`config.mk`:
```
export PLATFORM = sky130hd
export DESIGN_NAME = convert_sequencer
export DESIGN_NICKNAME = d
export VERILOG_FILES = /design/src/rtl/convert_sequencer_pkg.sv /design/src/rtl/convert_sequencer_watchdog.sv /design/src/rtl/convert_sequencer.sv
export SDC_FILE = /design/constraint.sdc
export NUM_CORES = 1
export LEC_CHECK = 0
export CAP_MARGIN = 20
export CELL_PAD_IN_SITES_DETAIL_PLACEMENT = 1
export CELL_PAD_IN_SITES_GLOBAL_PLACEMENT = 2
export CORE_MARGIN = 2
export CORE_UTILIZATION = 26
export CTS_CLUSTER_SIZE = 10
export DETAILED_ROUTE_END_ITERATION = 8
export MAX_ROUTING_LAYER = met4
export PLACE_DENSITY_LB_ADDON = 0.1
export SETUP_SLACK_MARGIN = 0.02
export SLEW_MARGIN = 10
export SYNTH_ARGS = -nofsm -noshare
export SYNTH_HDL_FRONTEND = slang
export SYNTH_SLANG_ARGS = --single-unit
```
`constraint.sdc`:
```
create_clock -name clk -period 1.67 [get_ports clk]
set_input_delay 0.2505 -clock clk [delete_from_list [all_inputs] [get_ports clk]]
set_output_delay 0.2505 -clock clk [all_outputs]
set_load 0.005 [all_outputs]
```
`src/rtl/convert_sequencer_pkg.sv`:
```
// Shared definitions for the convert_sequencer session controller: state
// encoding, result mask, digit limit and watchdog counter sizing.
package seq_pkg;

   localparam logic [2:0] ST_IDLE  = 3'd0;
   localparam logic [2:0] ST_START = 3'd1;
   localparam logic [2:0] ST_WAIT  = 3'd2;
   localparam logic [2:0] ST_DONE  = 3'd3;
   localparam logic [2:0] ST_ERR   = 3'd4;

   typedef enum logic [2:0] {
      IDLE  = ST_IDLE,
      START = ST_START,
      WAIT  = ST_WAIT,
      DONE  = ST_DONE,
      ERR   = ST_ERR
   } seq_state_t;

   localparam logic [7:0] MASK_RESULT = 8'hF0;
   localparam logic [3:0] MAX_DIGITS  = 4'd8;

   // Counter width able to hold TIMEOUT_CYCLES-1; never narrower than one bit.
   function automatic int wd_width(input int cycles);
      return (cycles <= 2) ? 1 : $clog2(cycles);
   endfunction

endpackage

```
`src/rtl/convert_sequencer_watchdog.sv`:
```
// WAIT-state watchdog: clears on request, counts while enabled and flags the
// last allowed cycle. Built only with CONVERT_SEQUENCER_TIMEOUT_EN.
module seq_watchdog
   import seq_pkg::*;
#(
   parameter int TIMEOUT_CYCLES = 1_000_000
) (
   input  logic clk,
   input  logic rst_n,
   input  logic clear,
   input  logic enable,
   output logic expired
);

   localparam int W = wd_width(TIMEOUT_CYCLES);
   localparam logic [W-1:0] LAST = W'(TIMEOUT_CYCLES - 1);

   logic [W-1:0] count;

   always_ff @(posedge clk or negedge rst_n) begin
      if (!rst_n) begin
         count <= '0;
      end else if (clear) begin
         count <= '0;
      end else if (enable && count != LAST) begin
         count <= count + 1'b1;
      end
   end

   assign expired = enable && (count == LAST);

endmodule

```
`src/rtl/convert_sequencer.sv`:
```
// Session controller for the 16-bit IEEE754 converter: collects digits, starts
// one conversion per confirm and latches the result or error for the display.
// Optional watchdog in WAIT: define CONVERT_SEQUENCER_TIMEOUT_EN.
//
// Handshake: conv_start is a one-cycle request with conv_data stable from that
// cycle on; conv_ready / conv_error are single-cycle responses sampled in WAIT
// only, error taking precedence; clear_pulse overrides everything.
module convert_sequencer
   import seq_pkg::*;
#(
   parameter int TIMEOUT_CYCLES = 1_000_000,
   parameter int MIN_DIGITS     = 4
) (
   input  logic        clk,
   input  logic        rst_n,
   input  logic        enter_pulse,
   input  logic        confirm_pulse,
   input  logic        clear_pulse,
   input  logic [31:0] numb,
   input  logic [7:0]  mask_in,
   input  logic        conv_ready,
   input  logic [15:0] conv_result,
   input  logic        conv_error,
   output logic        conv_start,
   output logic        conv_reset,
   output logic [15:0] conv_data,
   output logic [31:0] show,
   output logic [7:0]  mask,
   output logic        error,
   output logic        busy,
   output logic [3:0]  digits,
   output logic [2:0]  state_dbg
);

   localparam logic [3:0] MIN_D = 4'(MIN_DIGITS);

   seq_state_t  state_q, state_d;
   logic        conv_start_d, conv_reset_d, error_d, busy_d;
   logic [15:0] conv_data_d;
   logic [31:0] show_d;
   logic [7:0]  mask_d;
   logic [3:0]  digits_d;
   logic        wd_expired;

`ifdef CONVERT_SEQUENCER_TIMEOUT_EN
   seq_watchdog #(
      .TIMEOUT_CYCLES(TIMEOUT_CYCLES)
   ) u_watchdog (
      .clk     (clk),
      .rst_n   (rst_n),
      .clear   (state_q == START),
      .enable  (state_q == WAIT),
      .expired (wd_expired)
   );
`else
   assign wd_expired = 1'b0;
`endif

   always_ff @(posedge clk or negedge rst_n) begin
      if (!rst_n) begin
         state_q    <= IDLE;
         conv_start <= 1'b0;
         conv_reset <= 1'b0;
         conv_data  <= '0;
         show       <= '0;
         mask       <= '0;
         error      <= 1'b0;
         busy       <= 1'b0;
         digits     <= '0;
      end else begin
         state_q    <= state_d;
         conv_start <= conv_start_d;
         conv_reset <= conv_reset_d;
         conv_data  <= conv_data_d;
         show       <= show_d;
         mask       <= mask_d;
         error      <= error_d;
         busy       <= busy_d;
         digits     <= digits_d;
      end
   end

   always_comb begin
      state_d      = state_q;
      conv_start_d = 1'b0;
      conv_reset_d = 1'b0;
      conv_data_d  = conv_data;
      show_d       = show;
      mask_d       = mask;
      error_d      = error;
      busy_d       = 1'b0;
      digits_d     = digits;
      if (clear_pulse) begin
         state_d      = IDLE;
         conv_reset_d = 1'b1;
         conv_data_d  = '0;
         show_d       = '0;
         error_d      = 1'b0;
         digits_d     = '0;
      end else begin
         case (state_q)
            IDLE: begin
               show_d = numb;
               mask_d = mask_in;
               if (enter_pulse && digits < MAX_DIGITS) digits_d = digits + 4'd1;
               if (confirm_pulse && digits >= MIN_D) begin
                  conv_data_d  = numb[15:0];
                  conv_start_d = 1'b1;
                  busy_d       = 1'b1;
                  state_d      = START;
               end
            end
            START: begin
               busy_d  = 1'b1;
               state_d = WAIT;
            end
            WAIT: begin
               busy_d = 1'b1;
               // A real response in the final watchdog cycle still wins.
               if (conv_error || (!conv_ready && wd_expired)) begin
                  error_d = 1'b1;
                  busy_d  = 1'b0;
                  state_d = ERR;
               end else if (conv_ready) begin
                  show_d  = {16'h0000, conv_result};
                  mask_d  = MASK_RESULT;
                  busy_d  = 1'b0;
                  state_d = DONE;
               end
            end
            DONE: state_d = DONE;
            ERR:  error_d = 1'b1;
            default: state_d = IDLE;
         endcase
      end
   end

   assign state_dbg = state_q;

endmodule

```
==> impl_metrics.ini <==
[outcome]
status = finished clean

[cells_and_area]
num-fill-cells = 1211
syn2layout_area_growth_pct = 63.5
n_antenna_cell = 0
multi_input_area_sq_um = 1180
area.sequential_sq_um = 1680
finalNonFillerCells = 526
layout-drive-gt1-share = 0.128
final_net_count = 442

[global_route]
antenna_found_initial = 0
grt_pass1_vias = 2585
gr-total-overflow = 0
grt_use_total = 0.152
grt_pass1_wl_microns = 14400
grt_max_degree = 49

[logic_synthesis]
synth.distinct_cells = 37
ys_seq_elements = 67
yosys.area.top_type = dfrtp_1
synth_area_leaders = dfrtp_1 57%, nand2b_1 7.6%, mux2i_1 6.1%
syn_area_sq_um = 2970
synth_area_per_cell_sq_um = 12.6
syn_nets = 300
ys_seq_area_frac = 0.565
yosysMostFrequentCell = dfrtp_1
synth_common_cells = 67 x dfrtp_1, 36 x nand2b_1, 20 x a22o_1
synth_warnings = 0
netlist_instances = 236
postSynth.asyncResetShare = 1.00
yosys_most_used_dff = dfrtp_1
yosysTopAreaCellShare = 0.565
synth_edf_count = 0

[timing]
finalSetupTns_ns = 0
finalSetupViolCount = 0
fin_crit_sh = 0.936
finClkSkew_ns = 0.00902
finalHoldViolCount = 0
worstMarginPinSlew_ns = 0.418
grt_setup_unrepaired = false
slew_violations = 0
clock.fmax_mhz = 640
worst_slew_margin_rel = 0.722
min_period_ns = 1.56

[die]
die_h_microns = 111
rows = 39
core_area_sq_um = 11300
ioPinCount = 130
die_area_sq_um = 12300
initial_core_util = 0.263
fp.dieW_microns = 111

[power]
power_switching_w = 0.000944
power.share.sequential = 0.430
p_leak_nw = 2.02
pwr-share-comb = 0.131
ir_worst_vdd_uv = 406
total_power_w = 0.00403
power.density_nw_per_um2 = 830
swShare = 0.234
p_clk_frac = 0.438
power.internal_w = 0.00308

[worst_setup_path]
cpPeakStageDelay_ns = 0.54
rr_worst_depth = 5
start_kind = flip-flop
path_class = reg -> out
reg2reg_from = state_dbg[1]
cp_top_family = buffers and inverters
regToRegSetupSlack_ns = 0.13
path_cells = clkdlybuf4s50_1
r2r_end = show[13]
worstPathArrival_ns = 1.31
critPathSlowestCell = clkdlybuf4s50_1
cp_num_buf_inv = 1
cp_max_fo = 6
endpoint_kind = primary output
cp_data_required_time_ns = 1.42

[worst_hold_path]
whs_endpoint = conv_reset
hold_class = in -> reg
whs_path_depth = 1
holdCritStartpoint = clear_pulse

[clock_network]
clockBufferDepth = 2
clk_latency_ns = 0.32
cts_num_sinks = 67
ctsHtreeMaxLevel = 3
cts_buffers = 9
path_clk_slew_ns = 0.06
clockRootBuffer = clkbuf_16
cts_tree = yes

[placement]
place_inst = 504
gp_congestion = 0.764
port_buffers = 129
dpl.hpwl_microns = 6090

[drt]
wire_per_inst_microns = 16.8
first_pass_iters = 4
totalWireLength_microns = 8810
num_vias = 2439
ant_nets = 0
drt_iter0_markers = 131
drc_errors = 0
via_per_inst = 4.64

[run]
maxCapViolations = 0
-- kinds of logic (layout without fill, tap and decap cells) --
kind of cell / count (synthesis) / in the layout / synth area share
and+or+nand+nor: 75 / 75 / 0.163
DFF: 67 / 67 / 0.565
AOI/OAI and AO/OA: 53 / 53 / 0.154
muxes: 21 / 21 / 0.0721
buffers and inverters: 19 / 166 / 0.0413
adders and majority gates: 1 / 1 / 0.00422
-- power groups by stage --
stage,Combinational [W],Sequential (W),Clock [W]
final,0.000529,0.00173,0.00176
after global routing,0.000579,0.00174,0.00190
after global placement,0.000532,0.00176,0
after detailed placement,0.000536,0.00176,0
after CTS,0.000542,0.00174,0.00184
after floorplan,0.000151,0.00176,0
-- stage by stage --
stage | area [sq um] | utilization | setup WS [ns] | hold WS [ns]
2_1_floorplan | 2970 | - | 0.167 | -0.0451
3_3_place_gp | 4500 | 0.399 | -0.0396 | 0.203
3_5_place_dp | 4500 | 0.399 | -0.0877 | 0.202
4_1_cts | 4820 | 0.427 | 0.0292 | 0.146
5_1_grt | 4850 | 0.430 | 0.0298 | 0.139
6_report | 4850 | 0.430 | 0.107 | 0.154
-- registers in the layout, summed over array words and instances (netlist names) --
name / cells
error: 1
mask: 8
state_dbg: 3
conv_data: 16
busy: 1
conv_reset: 1
show: 32
conv_start: 1
digits: 4
-- repair_timing --
item                       4_1_cts  5_1_grt
buffers inserted                 3        2
gates resized for setup          5        1
hold buffers                     1        0
hold endpoints to repair        26        0
setup endpoints to repair        3        4
-- cell type report --
class                      instances  share of cell area
sequential                        67               0.346
inverter                           1            0.000774
clock buffer                      10              0.0493
clock inverter                     6             0.00851
multi-input combinational        150               0.243
timing repair buffer             149               0.315
tap                              143              0.0369
-- layer usage --
layer | part of all wire | global-route usage | vias to the layer above
met2 | 0.46 | 0.225 | 76
met1 | 0.48 | 0.202 | 1207
met3 | 0.058 | 0.0426 | 10
met5 | 0 | - | -
li1 | - | - | 1146
met4 | 0.011 | 0.0500 | 0
-- placed cells by master, fill, tap and decap left out, drive strengths merged, types with 3 or more instances in the layout --
master           n
clkinvlp         3
a221o           15
dfrtp           67
nand2b          36
clkbuf          10
clkinv           3
nor2             8
buf             21
mux2i           18
o21ai            3
o22a             4
nor2b            4
mux2             3
a22o            20
clkdlybuf4s50  126
nor3             4
and2            15
-- worst max-delay path by stage --
stage | from | end | slack, ns | cells after the start
after global placement | conv_error | show[9] | -0.04 | 5
after detailed placement | conv_error | show[13] | -0.09 | 5
after global routing | digits[2] | digits[2] | 0.03 | 1
after floorplan | state_dbg[1] | show[10] | 0.17 | 6
final | digits[2] | digits[2] | 0.11 | 1
after CTS | state_dbg[2] | state_dbg[2] | 0.03 | 1
(Power assumes the default switching activity.)
==> RTL edit 1 (same settings) <==
Add an input register stage for `confirm_pulse`, without a reset; this delays it by one clock. The other inputs are not delayed to match.
--- a/src/rtl/convert_sequencer.sv
+++ b/src/rtl/convert_sequencer.sv
@@ -33,6 +33,12 @@
 );
 
    localparam logic [3:0] MIN_D = 4'(MIN_DIGITS);
+
+   logic confirm_pulse_q;
+
+   always_ff @(posedge clk) begin
+      confirm_pulse_q <= confirm_pulse;
+   end
 
    seq_state_t  state_q, state_d;
    logic        conv_start_d, conv_reset_d, error_d, busy_d;
@@ -103,7 +109,7 @@
                show_d = numb;
                mask_d = mask_in;
                if (enter_pulse && digits < MAX_DIGITS) digits_d = digits + 4'd1;
-               if (confirm_pulse && digits >= MIN_D) begin
+               if (confirm_pulse_q && digits >= MIN_D) begin
                   conv_data_d  = numb[15:0];
                   conv_start_d = 1'b1;
                   busy_d       = 1'b1;
Behaviour: not the same (Yosys sat finds a counterexample within 10 cycles, from zero or initial values and one cycle with rst_n low).
==> RTL edit 1 against the unedited design <==
Count of clock-buffer cells in the layout fell by 1. Synthesized cell count rose by 0.42%. Highest routed layer unchanged. Critical path depth unchanged. Sequential cell count increased by 1. Worst setup slack worse by 0.017 ns. Non-clock buffer count is 2 higher. Design area up 0.26%. Wire length up 0.12%. Maximum frequency shrank 1.1%. Total power grew 3.7%. Synthesized area increased by 0.67%.
==> RTL edit 1: results (changes against the unedited design) <==
Port Buffers: 129 (unchanged)
syn nets: 301 (+0.33%)
Worst R2R Start: state_dbg[0]
top cells by count, synth: dfrtp_1, nand2b_1, a22o_1
capturing point of the worst reg2reg path: conv_data[11]
ANT cells: 0 (unchanged)
Switching Share: 22.8% (-0.60 points)
slowest CP cell: clkdlybuf4s50_1
global-route wire length before repair: 14.1 mm (-1.9%)
delay of the slowest critical-path stage: 0.54 ns (about the same)
clk_lat worst skew: 0.33 ns
Avg Synthesized Cell Area: 12.6 um2 (+0.25%)
layout cells sized above 1: 13.0% (+0.16 points)
H-Tree Depth: 3 (unchanged)
Yosys Warn Count: 0 (unchanged)
hold depth: 1 (unchanged)
flop-to-flop setup slack: 0.14 ns
Longest Clk Path Bufs: 2 (unchanged)
Distinct cells, synth: 38 (+2.7%)
Hold Path Origin: clear_pulse
part of the Yosys area used for sequential elements: 56.8% (+0.29 points)
1st-iter DRT viols: 95 (-27%)
post-route ant nets: 0 (unchanged)
Final GP Congestion: 0.792 (+3.7%)
pin count of the biggest net entering global routing: 44 (-10%)
Final Slew Violations: 0 (unchanged)
Non-Filler Instances: 529 (+0.57%)
ys async rst share: 98.5% (-1.5 points)
delay-heaviest family, CP: buffers and inverters
Vias: 2,439 (unchanged)
grt ovf: 0 (unchanged)
Worst-Margin Slew: 0.383 ns (-0.0347 ns)
nets: 445 (+0.68%)
maximum vdd drop: 0.340 mV (-16%)
Worst Hold Class: primary input to flip-flop
final HPWL from detailed placement: 6.16 mm (+1.1%)
Worst Path Max Fanout: 8 (+2)
FILL cells: 1,241 (+2.5%)
top post-synthesis cells by area: dfrtp_1, nand2b_1, mux2i_1, a22o_1, a221o_1
Leak: 2.04 nW (+1.0%)
routed len/inst: 16.7 um (-0.44%)
CTS Root Cell: clkbuf_16
dpl cells: 508 (+0.79%)
worst reg2reg path depth: 5 (unchanged)
vias in the first global route: 2,590 (+0.19%)
GR Util All Layers: 15.2% (-0.030 points)
first-pass iteration count of the detailed router: 4 (unchanged)
Critical Path AT: 1.33 ns (+0.02 ns)
total CTS buffers: 9 (unchanged)
Hold EP: conv_reset
biggest regs: show: 32 flops, conv_data: 16 flops, mask: 8 flops
status: completed
clock slew at reported path FFs: 0.05 ns
Layout Skew: 0.00476 ns (-0.00426 ns)
RTL edit 1: cell types whose count changed in the layout (fill, tap and decap cells not counted), sizes merged:
cell / unedited run / this run
clkbuf: 10 / 9
dfxtp: 0 / 1
clkdlybuf4s50: 126 / 127
dlygate4sd2: 1 / 0
buf: 21 / 23
bufinv: 0 / 1
RTL edit 1: worst max-delay path by stage:
stage                 startpoint             to  cells past startpoint
floorplan           state_dbg[1]       show[10]                      6
global route        state_dbg[0]  conv_data[15]                      5
finish              state_dbg[1]   state_dbg[1]                      1
detailed placement    conv_error       show[12]                      5
CTS                 state_dbg[1]   state_dbg[1]                      1
global placement      conv_error       show[12]                      5
RTL edit 1: power groups by stage:
stage	Combinational [mW]	Clock (mW)	Sequential, mW
floorplan	0.153	0	1.79
global placement	0.539	0	1.79
detailed placement	0.546	0	1.79
CTS	0.552	1.93	1.77
global route	0.586	2.00	1.77
finish	0.539	1.87	1.76
RTL edit 1: layout make-up:
type / count / area share [%]
Sequential cell: 68 / 35.0
Tap cell: 143 / 3.68
Clock inverter: 7 / 1.39
Inverter: 1 / 0.0772
Multi-Input combinational cell: 150 / 24.1
Clock buffer: 9 / 4.63
Timing Repair Buffer: 151 / 31.1
RTL edit 1: repair_timing:
action	4_1_cts	5_1_grt
resized for setup	3	0
endpoints found under the hold margin	24	0
setup endpoints to repair	3	0
buffers inserted	4	0
hold buffers	1	0
RTL edit 1: cell families (layout without fill, tap and decap cells):
kind of cell	count (synthesis)	in the layout	share of synthesized area, %
AND/OR/NAND/NOR	75	75	16.2
AO/OA/AOI/OAI	53	53	15.3
buffers and inverters	19	168	4.10
adder cells (fa/ha/maj)	1	1	0.419
flip-flops	68	68	56.8
multiplexers	21	21	7.16
RTL edit 1: routing by layer:
metal	up-vias	wire (um)	global-route usage, %	share of wire [%]
met3	15	600	4.26	6.8
met1	1201	4000	19.2	45
met2	81	4010	22.4	45
li1	1142	-	-	-
met5	-	0	-	0
met4	0	217	7.33	2.5
RTL edit 1: through the flow:
step / instance area (um2) / hold slack [ns] / worst slack, ns
floorplan: 2990 / -0.0451 / 0.167
global placement: 4530 / 0.198 / -0.0264
detailed placement: 4530 / 0.203 / -0.0583
CTS: 4860 / 0.137 / 0.0706
global route: 4860 / 0.151 / 0.0208
finish: 4860 / 0.150 / 0.0907
==> RTL edit 2 (config.mk and constraints unchanged) <==
Made on the original files. Add a define of `CONVERT_SEQUENCER_TIMEOUT_EN`.
--- a/src/rtl/convert_sequencer.sv
+++ b/src/rtl/convert_sequencer.sv
@@ -5,6 +5,8 @@
 // Handshake: conv_start is a one-cycle request with conv_data stable from that
 // cycle on; conv_ready / conv_error are single-cycle responses sampled in WAIT
 // only, error taking precedence; clear_pulse overrides everything.
+`define CONVERT_SEQUENCER_TIMEOUT_EN
+
 module convert_sequencer
    import seq_pkg::*;
 #(
Check against the original RTL: no difference found for any inputs over 4 cycles, from zero or initial values and one cycle with rst_n low; that may be too few to reach the edited logic, so the function may still have changed.
==> RTL edit 2 against the unedited design <==
The run now ends with negative setup slack left. Sequential cell count is 20 higher. Wire length is 56% higher. Total power is 21% higher. Global-route usage is 2.7 points higher. Hold slack better by 0.13 ns. Synthesized area is 29% higher. Worst setup slack worse by 0.58 ns. Design area is 40% higher.
==> RTL edit 2: results (changes against the unedited design) <==
dpl cells: 730 (+45%)
Worst Path Max Fanout: 3 (-3)
clk_lat worst skew: 0.34 ns (+0.02 ns)
Leak: 2.91 nW (+44%)
met2 Use GR: 28.7% (+6.2 points)
Distinct cells, synth: 43 (+16%)
FILL cells: 1,575 (+30%)
worst slack, placed: -0.513 ns (-0.425 ns)
nets: 645 (+46%)
top post-synthesis cells by area: dfrtp_1, nand2_1, a22o_1, a311oi_1, a21oi_1
Layout Skew: 0.00834 ns (-0.000676 ns)
vias per inst: 4.87 (+5.0%)
# resized after CTS: 35 (+30)
final wirelength: 13.7 mm (+56%)
failing checks: negative setup slack
Non-CTS inverters: 5 (+4)
biggest regs: show: 32 flops, u_watchdog.count: 20 flops, conv_data: 16 flops
mux contribution to synthesized area: 0.524% (-6.7 points)
final HPWL from detailed placement: 9.56 mm (+57%)
hold depth: 3 (+2)
ANT cells: 1 (+1)
Final GP Congestion: 0.816 (+6.7%)
CP Capture Point: error
top cells by count, synth: dfrtp_1, nand2_1, nor2_1
total negative slack: -8.59 ns (-8.59 ns)
clock network area share: 4.40% (-1.4 points)
compound-cell area share of the yosys netlist: 18.5% (+3.1 points)
#MultiIn Comb: 268 (+79%)
Synth Instances: 384 (+63%)
capturing point of the worst reg2reg path: error
Met2 Wirelength: 6.81 mm (+70%)
vias in the first global route: 3,950 (+53%)
Setup Viol. Count Final: 50 (+50)
global-route wire length before repair: 21.5 mm (+49%)
Post-Synth Adder-Cell Area: 0.655% (+0.23 points)
clkbuf count: 11 (+1)
post-synthesis register bit count: 87 (+30%)
met1 usage: 22.7% (+2.5 points)
1st-iter DRT viols: 112 (-15%)
fraction of area in multi-input gates: 28.8% (+4.4 points)
GR Util All Layers: 17.9% (+2.7 points)
Setup Fix Bufs, Post-CTS: 12 (+9)
slowest CP cell: or4_4
met3 usage: 5.13% (+0.87 points)
maximum vdd drop: 0.440 mV (+8.2%)
Final WS setup: -0.474 ns (-0.581 ns)
status: finished, violations left
layout cells sized above 1: 31.3% (+18 points)
-- RTL edit 2: changes by cell type in the layout (fill, tap and decap cells not counted), moves of 10 or more --
cell / unedited run / this run
nand2_1: 1 / 52
buf_4: 12 / 56
nand2b_1: 36 / 1
nor2_1: 8 / 32
dfrtp_1: 64 / 87
nand2_2: 0 / 21
a21oi_2: 0 / 18
mux2i_1: 18 / 2
a221o_1: 15 / 0
and2_1: 15 / 1
a311oi_2: 0 / 12
buf_6: 1 / 11
-- RTL edit 2: metrics by stage --
stage | hold WS [ns] | instance area [um2] | utilization (%)
after floorplan | -0.0451 | 3860 | -
after global placement | 0.220 | 5780 | 40.1
after detailed placement | 0.216 | 5780 | 40.1
after CTS | 0.249 | 6380 | 44.2
after global routing | 0.305 | 6800 | 47.1
final | 0.279 | 6800 | 47.1
-- RTL edit 2: report_power, final --
part           internal, mW  switching, mW
logic                 0.376          0.238
clock network          1.20          0.835
registers              2.18         0.0467
total                  3.76           1.12
